`config.mk`:
```
export PLATFORM = sky130hd
export DESIGN_NAME = rgb_fade_ctrl
export DESIGN_NICKNAME = d
export VERILOG_FILES = /design/src/rtl/rgb_mixer_pkg.sv /design/src/rtl/fade_step.sv /design/src/rtl/rgb_fade_ctrl.sv
export SDC_FILE = /design/constraint.sdc
export NUM_CORES = 1
export LEC_CHECK = 0
export ABC_AREA = 1
export BUFFER_PORTS_ARGS = -buffer_cell sky130_fd_sc_hd__buf_4
export CORE_MARGIN = 5
export CORE_UTILIZATION = 23
export DETAILED_ROUTE_END_ITERATION = 10
export SYNTH_ARGS = -nofsm -noshare
export SYNTH_HDL_FRONTEND = slang
export SYNTH_SLANG_ARGS = --single-unit
```
`constraint.sdc`:
```
create_clock -name clk -period 3.8 [get_ports clk]
set_input_delay 0.19 -clock clk [delete_from_list [all_inputs] [get_ports clk]]
set_output_delay 0.19 -clock clk [all_outputs]
set_load 0.01 [all_outputs]
```
`src/rtl/rgb_mixer_pkg.sv`:
```
// Shared types and constants for the RGB mixer fade path.
package rgb_mixer_pkg;

  localparam int LEVEL_W = 8;
  localparam int NUM_CH  = 3;
  localparam logic [LEVEL_W-1:0] FRAME_MAX = {LEVEL_W{1'b1}};

  typedef enum logic [1:0] {
    ST_IDLE = 2'd0,
    ST_RAMP = 2'd1,
    ST_DONE = 2'd2
  } fade_state_e;

endpackage

```
`src/rtl/fade_step.sv`:
```
// One channel's level register; steps one LSB toward target when step_en is high.
module fade_step
  import rgb_mixer_pkg::*;
#(
  parameter int W = LEVEL_W
) (
  input  logic         clk,
  input  logic         reset_n,
  input  logic         step_en,
  input  logic [W-1:0] target,
  output logic [W-1:0] level,
  output logic         at_target,
  output logic         next_at_target
);

  logic [W-1:0] r_level;
  logic [W-1:0] w_next;

  // Next level one LSB toward target; never overshoots, so no wrap is possible.
  always_comb begin
    w_next = r_level;
    if (r_level < target) begin
      w_next = r_level + W'(1);
    end else if (r_level > target) begin
      w_next = r_level - W'(1);
    end else begin
      w_next = r_level;
    end
  end

  // Level register.
  always_ff @(posedge clk or negedge reset_n) begin
    if (!reset_n) begin
      r_level <= '0;
    end else if (step_en) begin
      r_level <= w_next;
    end else begin
      r_level <= r_level;
    end
  end

  assign level          = r_level;
  assign at_target      = (r_level == target);
  assign next_at_target = (w_next == target);

endmodule

```
`src/rtl/rgb_fade_ctrl.sv`:
```
// Fade controller: accepts an RGB target plus ramp rate and walks the three
// PWM levels toward it, changing levels only on PWM frame boundaries.
module rgb_fade_ctrl
  import rgb_mixer_pkg::*;
#(
  parameter int WIDTH  = LEVEL_W,
  parameter int RATE_W = 8
) (
  input  logic              clk,
  input  logic              reset_n,
  input  logic              cmd_valid,
  output logic              cmd_ready,
  input  logic [WIDTH-1:0]  cmd_r,
  input  logic [WIDTH-1:0]  cmd_g,
  input  logic [WIDTH-1:0]  cmd_b,
  input  logic [RATE_W-1:0] cmd_rate,
  input  logic              abort,
  output logic [WIDTH-1:0]  level_r,
  output logic [WIDTH-1:0]  level_g,
  output logic [WIDTH-1:0]  level_b,
  output logic              frame_tick,
  output logic              busy,
  output logic              done
);

  // Tick is registered, so it is raised one count early to line up with count FRAME_MAX.
  localparam logic [WIDTH-1:0] TICK_PRE = WIDTH'(FRAME_MAX) - WIDTH'(1);

  fade_state_e                  r_state;
  fade_state_e                  w_state_nxt;
  logic [WIDTH-1:0]             r_frame_cnt;
  logic                         r_frame_tick;
  logic [NUM_CH-1:0][WIDTH-1:0] r_tgt;
  logic [NUM_CH-1:0][WIDTH-1:0] w_cmd_tgt;
  logic [NUM_CH-1:0][WIDTH-1:0] w_level;
  logic [NUM_CH-1:0]            w_at;
  logic [NUM_CH-1:0]            w_near;
  logic [RATE_W-1:0]            r_rate;
  logic [RATE_W-1:0]            r_rate_cnt;
  logic [RATE_W-1:0]            w_rate_cnt_nxt;
  logic                         w_accept;
  logic                         w_step_en;
  logic                         w_cmd_eq;
  logic                         r_cmd_ready;
  logic                         r_busy;
  logic                         r_done;

  assign w_cmd_tgt = {cmd_b, cmd_g, cmd_r};
  assign w_cmd_eq  = (w_cmd_tgt == w_level);

  // Free-running frame counter, aligned with the pwm counters out of reset.
  always_ff @(posedge clk or negedge reset_n) begin
    if (!reset_n) begin
      r_frame_cnt  <= '0;
      r_frame_tick <= 1'b0;
    end else begin
      r_frame_cnt  <= r_frame_cnt + WIDTH'(1);
      r_frame_tick <= (r_frame_cnt == TICK_PRE);
    end
  end

  // Next-state, step enable and rate counter update.
  always_comb begin
    w_state_nxt    = r_state;
    w_step_en      = 1'b0;
    w_accept       = 1'b0;
    w_rate_cnt_nxt = r_rate_cnt;
    case (r_state)
      ST_IDLE: begin
        if (cmd_valid && r_cmd_ready) begin
          w_accept       = 1'b1;
          w_rate_cnt_nxt = cmd_rate;
          w_state_nxt    = w_cmd_eq ? ST_DONE : ST_RAMP;
        end else begin
          w_state_nxt = ST_IDLE;
        end
      end
      ST_RAMP: begin
        if (abort) begin
          w_state_nxt = ST_IDLE;
        end else if (&w_at) begin
          w_state_nxt = ST_DONE;
        end else if (r_frame_tick) begin
          if (r_rate_cnt != '0) begin
            w_rate_cnt_nxt = r_rate_cnt - RATE_W'(1);
          end else begin
            w_step_en      = 1'b1;
            w_rate_cnt_nxt = r_rate;
            w_state_nxt    = (&w_near) ? ST_DONE : ST_RAMP;
          end
        end else begin
          w_state_nxt = ST_RAMP;
        end
      end
      ST_DONE: begin
        w_state_nxt = ST_IDLE;
      end
      default: begin
        w_state_nxt = ST_IDLE;
      end
    endcase
  end

  // State, latched command and registered status outputs.
  always_ff @(posedge clk or negedge reset_n) begin
    if (!reset_n) begin
      r_state     <= ST_IDLE;
      r_tgt       <= '0;
      r_rate      <= '0;
      r_rate_cnt  <= '0;
      r_cmd_ready <= 1'b1;
      r_busy      <= 1'b0;
      r_done      <= 1'b0;
    end else begin
      r_state     <= w_state_nxt;
      r_rate_cnt  <= w_rate_cnt_nxt;
      r_cmd_ready <= (w_state_nxt == ST_IDLE);
      r_busy      <= (w_state_nxt == ST_RAMP) || (w_state_nxt == ST_DONE);
      r_done      <= (w_state_nxt == ST_DONE);
      if (w_accept) begin
        r_tgt  <= w_cmd_tgt;
        r_rate <= cmd_rate;
      end else begin
        r_tgt  <= r_tgt;
        r_rate <= r_rate;
      end
    end
  end

  for (genvar gi = 0; gi < NUM_CH; gi++) begin : g_ch
    fade_step #(.W(WIDTH)) u_step (
      .clk            (clk),
      .reset_n        (reset_n),
      .step_en        (w_step_en),
      .target         (r_tgt[gi]),
      .level          (w_level[gi]),
      .at_target      (w_at[gi]),
      .next_at_target (w_near[gi])
    );
  end

  assign level_r    = w_level[0];
  assign level_g    = w_level[1];
  assign level_b    = w_level[2];
  assign frame_tick = r_frame_tick;
  assign cmd_ready  = r_cmd_ready;
  assign busy       = r_busy;
  assign done       = r_done;

endmodule
```
# Word-level counts from Yosys, hierarchy flattened

Cells that the tools add are included.

Add/subtract/negate cells: 8
Magnitude comparators: 6
Eq/ne operators: 15
Multiplexer cells: 27
Reduce and logical (&&, ||, !) cells: 9

Operators by type and width:

| cell                                                               | number |
|---|---|
| 8-bit two-way mux                                                  | 11 |
| 8-bit == test                                                      | 6 |
| 8-bit by 1-bit adder with 8-bit output, second input constant      | 4 |
| 8-bit by 1-bit subtractor with 8-bit output, second input constant | 4 |
| 24-bit == test                                                     | 1 |
| 8-bit greater-than comparator                                      | 3 |
| 8-bit < comparator                                                 | 3 |
| 8-bit case mux with 2 select lines                                 | 1 |
| 2-bit two-way mux                                                  | 7 |
| 8-bit == test, second input constant                               | 1 |
| 2-bit != test, second input constant                               | 4 |
| 8-bit nonzero test                                                 | 1 |
| 1-bit two-way mux                                                  | 7 |
| 3-bit AND reduction                                                | 2 |
| 5-bit AND reduction                                                | 1 |
| 2-bit by 1-bit == test with 1-bit output, second input constant    | 2 |
| 2-bit zero test                                                    | 2 |
| 2-bit case mux with 2 select lines                                 | 1 |
| 2-bit == test, second input constant                               | 1 |
| 2-bit nonzero test                                                 | 1 |
| 1-bit logical AND                                                  | 1 |
| 1-bit logical OR                                                   | 1 |

Register bits: 78
Input port bits: 36
Output and inout bits: 28
Logic and storage cells: 79

# Longest topological paths before layout

Depth after elaboration: 13
Depth in mapped cells: 26
Mapped depth without buffers: 25

# Modules after synthesis

From an unflattened synthesis, not the netlist that was laid out.

Cell total of the unflattened synthesis: 917
Area, all modules: 6114.6 sq um

By module, submodules not included:

| module        | times used | cells each | area each (sq um) | seq. area each (sq um) |
|---|---|---|---|---|
| fade_step     | 3          | 173        | 1051.0            | 200.2 |
| rgb_fade_ctrl | 1          | 398        | 2961.6            | 1352.5 |

# Worst setup path after synthesis

OpenSTA, ideal clock, no wires.

Kind: register to register
Start point: register g_ch[1].u_step.r_level[0]
End point: register r_busy, in the netlist busy
Setup time: 0.126 ns
Arrival time: 2.451 ns
Required time: 3.674 ns
Path slack: 1.223 ns
Cell stages (with the launch flop): 25
Buffers on the path: 0
Clock period less this slack: 2.577 ns
Cell sequence: dfrtp_1 inv_1 ha_1 nand2_1 nor2_1 nand2_1 inv_2 nor2_1 nand2_1 nand2_1 nand2_1 nand2_1 nand2_1 nand2_1 nand2_1 nor2_1 nand2_1 nor2_1 nand3_1 nand2_1 nand3_1 nand2_1 nand2_2 inv_2 ha_1

Word-level cells in the longest chain between the ends: 13
Elaborated cells on any way between the ends: 22
Those cells by class: add/sub (2); order compare (2); eq/ne (5); mux (10); reduce/logical (3)

RTL lines:

| what                                                                                         | RTL line                         | source |
|---|---|---|
| start: declaration                                                                           | fade_step.sv:16                  | `logic [W-1:0] r_level;` |
| start signal: assignment                                                                     | fade_step.sv:36                  | `r_level <= w_next;` |
| start signal: assignment                                                                     | fade_step.sv:38                  | `r_level <= r_level;` |
| 8-bit by 1-bit subtractor with 8-bit output or 8-bit greater-than comparator (tied branches) | fade_step.sv:25, fade_step.sv:24 |  |
| 8-bit two-way mux                                                                            | fade_step.sv:24                  | `end else if (r_level > target) begin` |
| 8-bit two-way mux                                                                            | fade_step.sv:22                  | `if (r_level < target) begin` |
| 8-bit == test                                                                                | fade_step.sv:44                  | `assign next_at_target = (w_next == target);` |
| 3-bit AND reduction                                                                          | rgb_fade_ctrl.sv:89              | `w_state_nxt = (&w_near) ? ST_DONE : ST_RAMP;` |
| 2-bit two-way mux                                                                            | rgb_fade_ctrl.sv:89              |  |
| 2-bit two-way mux                                                                            | rgb_fade_ctrl.sv:84              | `if (r_rate_cnt != '0) begin` |
| 2-bit two-way mux                                                                            | rgb_fade_ctrl.sv:83              | `end else if (r_frame_tick) begin` |
| 2-bit two-way mux                                                                            | rgb_fade_ctrl.sv:81              | `end else if (&w_at) begin` |
| 2-bit two-way mux                                                                            | rgb_fade_ctrl.sv:79              | `if (abort) begin` |
| 2-bit case mux with 2 select lines *                                                         | rgb_fade_ctrl.sv:68              | `case (r_state)` |
| named net w_state_nxt[0]                                                                     | rgb_fade_ctrl.sv:30              | `fade_state_e w_state_nxt;` |
| 2-bit by 1-bit == test with 1-bit output or 2-bit == test (tied branches)                    | rgb_fade_ctrl.sv:118             | `r_busy <= (w_state_nxt == ST_RAMP) \|\| (w_state_nxt == ST_DONE);` |
| 1-bit logical OR *                                                                           | rgb_fade_ctrl.sv:118             |  |
| end signal: assignment                                                                       | rgb_fade_ctrl.sv:118             |  |
| end: declaration                                                                             | rgb_fade_ctrl.sv:45              | `logic r_busy;` |

The timed path passes the listed nets; every way through them passes the cells marked *.
A chain may end at the register's enable or synchronous reset.

# Final worst setup path

Start point: register g_ch[2].u_step.r_level[3]
End point: register r_busy, in the netlist busy

Word-level cells in the longest chain between the ends: 13
Elaborated cells on any way between the ends: 22
Those cells by class: add/sub (2); order compare (2); eq/ne (5); mux (10); reduce/logical (3)

RTL lines:

| what                                                                                         | RTL line |
|---|---|
| start: declaration                                                                           | fade_step.sv:16 |
| start signal: assignment                                                                     | fade_step.sv:36 |
| start signal: assignment                                                                     | fade_step.sv:38 |
| 8-bit by 1-bit subtractor with 8-bit output or 8-bit greater-than comparator (tied branches) | fade_step.sv:25, fade_step.sv:24 |
| 8-bit two-way mux                                                                            | fade_step.sv:24 |
| 8-bit two-way mux                                                                            | fade_step.sv:22 |
| 8-bit == test                                                                                | fade_step.sv:44 |
| 3-bit AND reduction                                                                          | rgb_fade_ctrl.sv:89 |
| 2-bit two-way mux                                                                            | rgb_fade_ctrl.sv:89 |
| 2-bit two-way mux                                                                            | rgb_fade_ctrl.sv:84 |
| 2-bit two-way mux                                                                            | rgb_fade_ctrl.sv:83 |
| 2-bit two-way mux                                                                            | rgb_fade_ctrl.sv:81 |
| 2-bit two-way mux                                                                            | rgb_fade_ctrl.sv:79 |
| 2-bit case mux with 2 select lines *                                                         | rgb_fade_ctrl.sv:68 |
| named net w_state_nxt[0]                                                                     | rgb_fade_ctrl.sv:30 |
| 2-bit by 1-bit == test with 1-bit output or 2-bit == test (tied branches)                    | rgb_fade_ctrl.sv:118 |
| 1-bit logical OR *                                                                           | rgb_fade_ctrl.sv:118 |

Marked as above.

==> results.toml <==
[run_status]
status = "finished, final reports clean"

[critical_path]
worst_setup_path_end_kind = "flop"
crit_required_ns = 4.04
path_max_fanout = 11
slowest_delay_ns = 0.49
cp.arrival_ns = 3.32
worst-setup-path-type = "reg -> reg"
crit_slowest_cell = "dfrtp_1"
worst_setup_path_start_kind = "flop"
crit_path_frequent_cell = "nand2_1"
crit_chain = "ha_1 -> nand2_1 -> inv_1 -> nand2_1 -> nand2_1 -> nand2_2 -> nand2_2 -> nand3_2 -> nand2_1 -> nand2_1 -> nand3_1 -> nand2_1 -> nor2_1 -> nand2_1 -> nor2_1 -> nand3_1 -> nand2_1 -> nand3_1 -> nand2_1 -> nand2_2 -> inv_2 -> ha_1"

[logic_synthesis]
synth_area_mm2 = 0.00561
yosys_register_bits = 78
synth_top_family_by_area = "simple AND/OR/NAND/NOR gates"
synth_xor_area_share_pct = 3.28
yosys_warnings = 0
synth_compound_area_share_pct = 10.1
synthSimpleGateAreaFrac_pct = 35.7
seq_area_frac_synth_pct = 34.8
muxShareOfSynthArea_pct = 0
synth-adder-area-share_pct = 7.80
avgSynthCellArea_um2 = 6.88
syn_inst = 816
yosysUniqueCellTypes = 37
syn_nets = 887

[timing]
setup_viol = 0
period_minus_slack_ns = 3.08
finalHoldViolCount = 0
rsz0062_at_grt = "false"
relSlewSlack_pct = 44.9
finalClockSkew_ns = 0.00869
drv_slew = 0
finalCritPeriodShare_pct = 81.2
whs_ns = 0.0597
fin_tns_setup_ns = 0
max_freq_mhz = 324
tightest_slew_ns = 0.825

[finish]
syn2layout_area_growth_pct = 21.2
antenna_cells = 0
multiInputGateArea_mm2 = 0.00320
final_nets = 953
drive_gt1_share_pct = 12.3
seq_area_mm2 = 0.00195
fill_cells = 2644

[clocking]
cts_buffers = 9
clk_latency_ns = 0.35
cts_sinks = 78
clk_pin_slew_ns = 0.07
clockBufferDepth = 2
cts_htree_levels = 3
cts-root-buf = "clkbuf_16"
cts_tree = "done"
cts_resized = 0

[drt]
first_iter_violations = 375
vias_per_cell = 4.43
wl_per_cell_um = 12.9
wl_um = 15600
ant_nets = 0
drc = 0
firstDrtPassIters = 5
vias = 5368

[global_route]
antenna_found_initial = 0
grt_pass1_vias = 5159
grt_pass1_wl_um = 26100
grt-ovfl-total = 0
grt_util_all_layers_pct = 11.6
grt_max_degree = 57

[die]
num_rows = 57
coreArea_mm2 = 0.0242
die_w_um = 166
start_util_pct = 23.2
ios = 64
fp.dieH_um = 166
die_area_mm2 = 0.0276

[placement]
place.port_buffers = 63
routabilityCongestion = 0.887
dp_hpwl_um = 12000

[power_and_ir_drop]
power_density_mw_per_mm2 = 552
peakVddDrop_mv = 0.210
p_leak_nw = 3.38

[job]
maxCapViolations = 0

[hold_path]
hp-class = "in -> reg"
-- routing by layer --
| layer | vias to the layer above | track usage (%) | share of wire (%) | routed length [µm] |
|---|---|---|---|---|
| met5 | - | 0 | 0 | 0 |
| met4 | 0 | 4.12 | 1.5 | 233 |
| met3 | 14 | 2.43 | 4.4 | 681 |
| met2 | 101 | 19.0 | 47 | 7400 |
| met1 | 2477 | 15.2 | 47 | 7290 |
| li1 | 2776 | - | - | - |
-- worst paths after layout --
check,from,to,slack [ns],cells past startpoint
max,g_ch[2].u_step.level[3]$_DFFE_PN0P_,busy$_DFF_PN0_,0.72,22
min,cmd_r[1],r_tgt[1]$_DFFE_PN0P_,0.06,3
max reg2reg,g_ch[2].u_step.level[3]$_DFFE_PN0P_,busy$_DFF_PN0_,0.72,22
min reg2reg,r_frame_cnt[0]$_DFF_PN0_,r_frame_cnt[0]$_DFF_PN0_,0.47,1
max in group asynchronous,reset_n,frame_tick$_DFF_PN0_,2.53,3
min in group asynchronous,reset_n,g_ch[2].u_step.level[6]$_DFFE_PN0P_,0.47,2
-- power breakdown --
part	switching (mW)	internal (mW)
sequential	0.160	1.05
clock	0.387	0.577
combinational	1.01	0.569
-- cell type report --
type                       count  area share (%)
tap                          324            5.96
multi-input combinational    618            47.0
clock inverter                 6            1.27
inverter                     103            5.69
clock buffer                  10            3.37
timing repair buffer          72            7.99
sequential                    78            28.7
-- what timing repair did --
| item | CTS | global route |
|---|---|---|
| setup buffers | 0 | 0 |
| hold buffers | 1 | 0 |
| endpoints found under the hold margin | 54 | 0 |
-- synthesized netlist by cell type (all sizes together) --
| library cell | instances | share of area (%) |
|---|---|---|
| nand2 | 269 | 18 |
| inv | 102 | 6.8 |
| nand3 | 96 | 8.8 |
| dfrtp | 77 | 34 |
| o21ai | 61 | 5.4 |
| nor2 | 56 | 4.2 |
| ha | 35 | 7.8 |
| a21oi | 29 | 2.6 |
| nand4 | 13 | 1.7 |
| xnor2 | 13 | 2.0 |
| clkbuf | 10 | 0.67 |
| nand3b | 9 | 1.2 |
| nor3 | 8 | 0.71 |
| xor2 | 8 | 1.2 |
| buf | 7 | 0.78 |
| o22ai | 5 | 0.56 |
| nor4 | 4 | 0.45 |
| a21o | 2 | 0.27 |
| a31oi | 2 | 0.22 |
| o21a | 2 | 0.27 |
| a2111oi | 1 | 0.16 |
| a211oi | 1 | 0.13 |
| a311oi | 1 | 0.27 |
| and2 | 1 | 0.11 |
| clkinv | 1 | 0.067 |
| dfstp | 1 | 0.47 |
| o221ai | 1 | 0.16 |
| or2 | 1 | 0.11 |
-- state kept, by name, summed over array words and instances, names as in the netlist --
name / cells
busy: 1
cmd_ready: 1
done: 1
frame_tick: 1
g_ch.u_step.level: 24
r_frame_cnt: 8
r_rate: 8
r_rate_cnt: 8
r_state: 2
r_tgt: 24
-- logic make-up after synthesis --
logic type,after synthesis
compound gates,105
xor+xnor,21
fa+ha+maj,35
buf+inv,120
flops,78
simple gates,457
-- worst max-delay path, delay by kind of cell, from the launching register on --
kind	cells	cell delay (ns)
DFF	1	0.49
adders and majority gates	2	0.56
and+or+nand+nor	18	1.75
buffers and inverters	2	0.17
-- placed cells by master, fill, tap and decap left out, types with 9 or more instances in the layout --
cell / count
nand3b_1: 9
xnor2_1: 13
nand4_1: 12
buf_4: 71
a21oi_1: 29
nor2_1: 51
o21ai_0: 57
nand3_1: 92
nand2_1: 261
clkbuf_16: 9
dfrtp_1: 77
inv_1: 100
ha_1: 35
-- metrics by stage --
stage	setup WS, ns	util (%)	total power [mW]	instances	instance area, µm²
final	0.716	28.1	3.75	1211	6800
after global routing	0.386	28.1	4.12	1211	6800
after CTS	0.722	28.1	3.79	1211	6800
after detailed placement	0.750	26.8	2.81	1194	6470
after global placement	0.755	26.8	2.78	1194	6470
after floorplan	1.22	-	2.42	816	5610
Note: power is estimated with default switching activity, not from simulation.
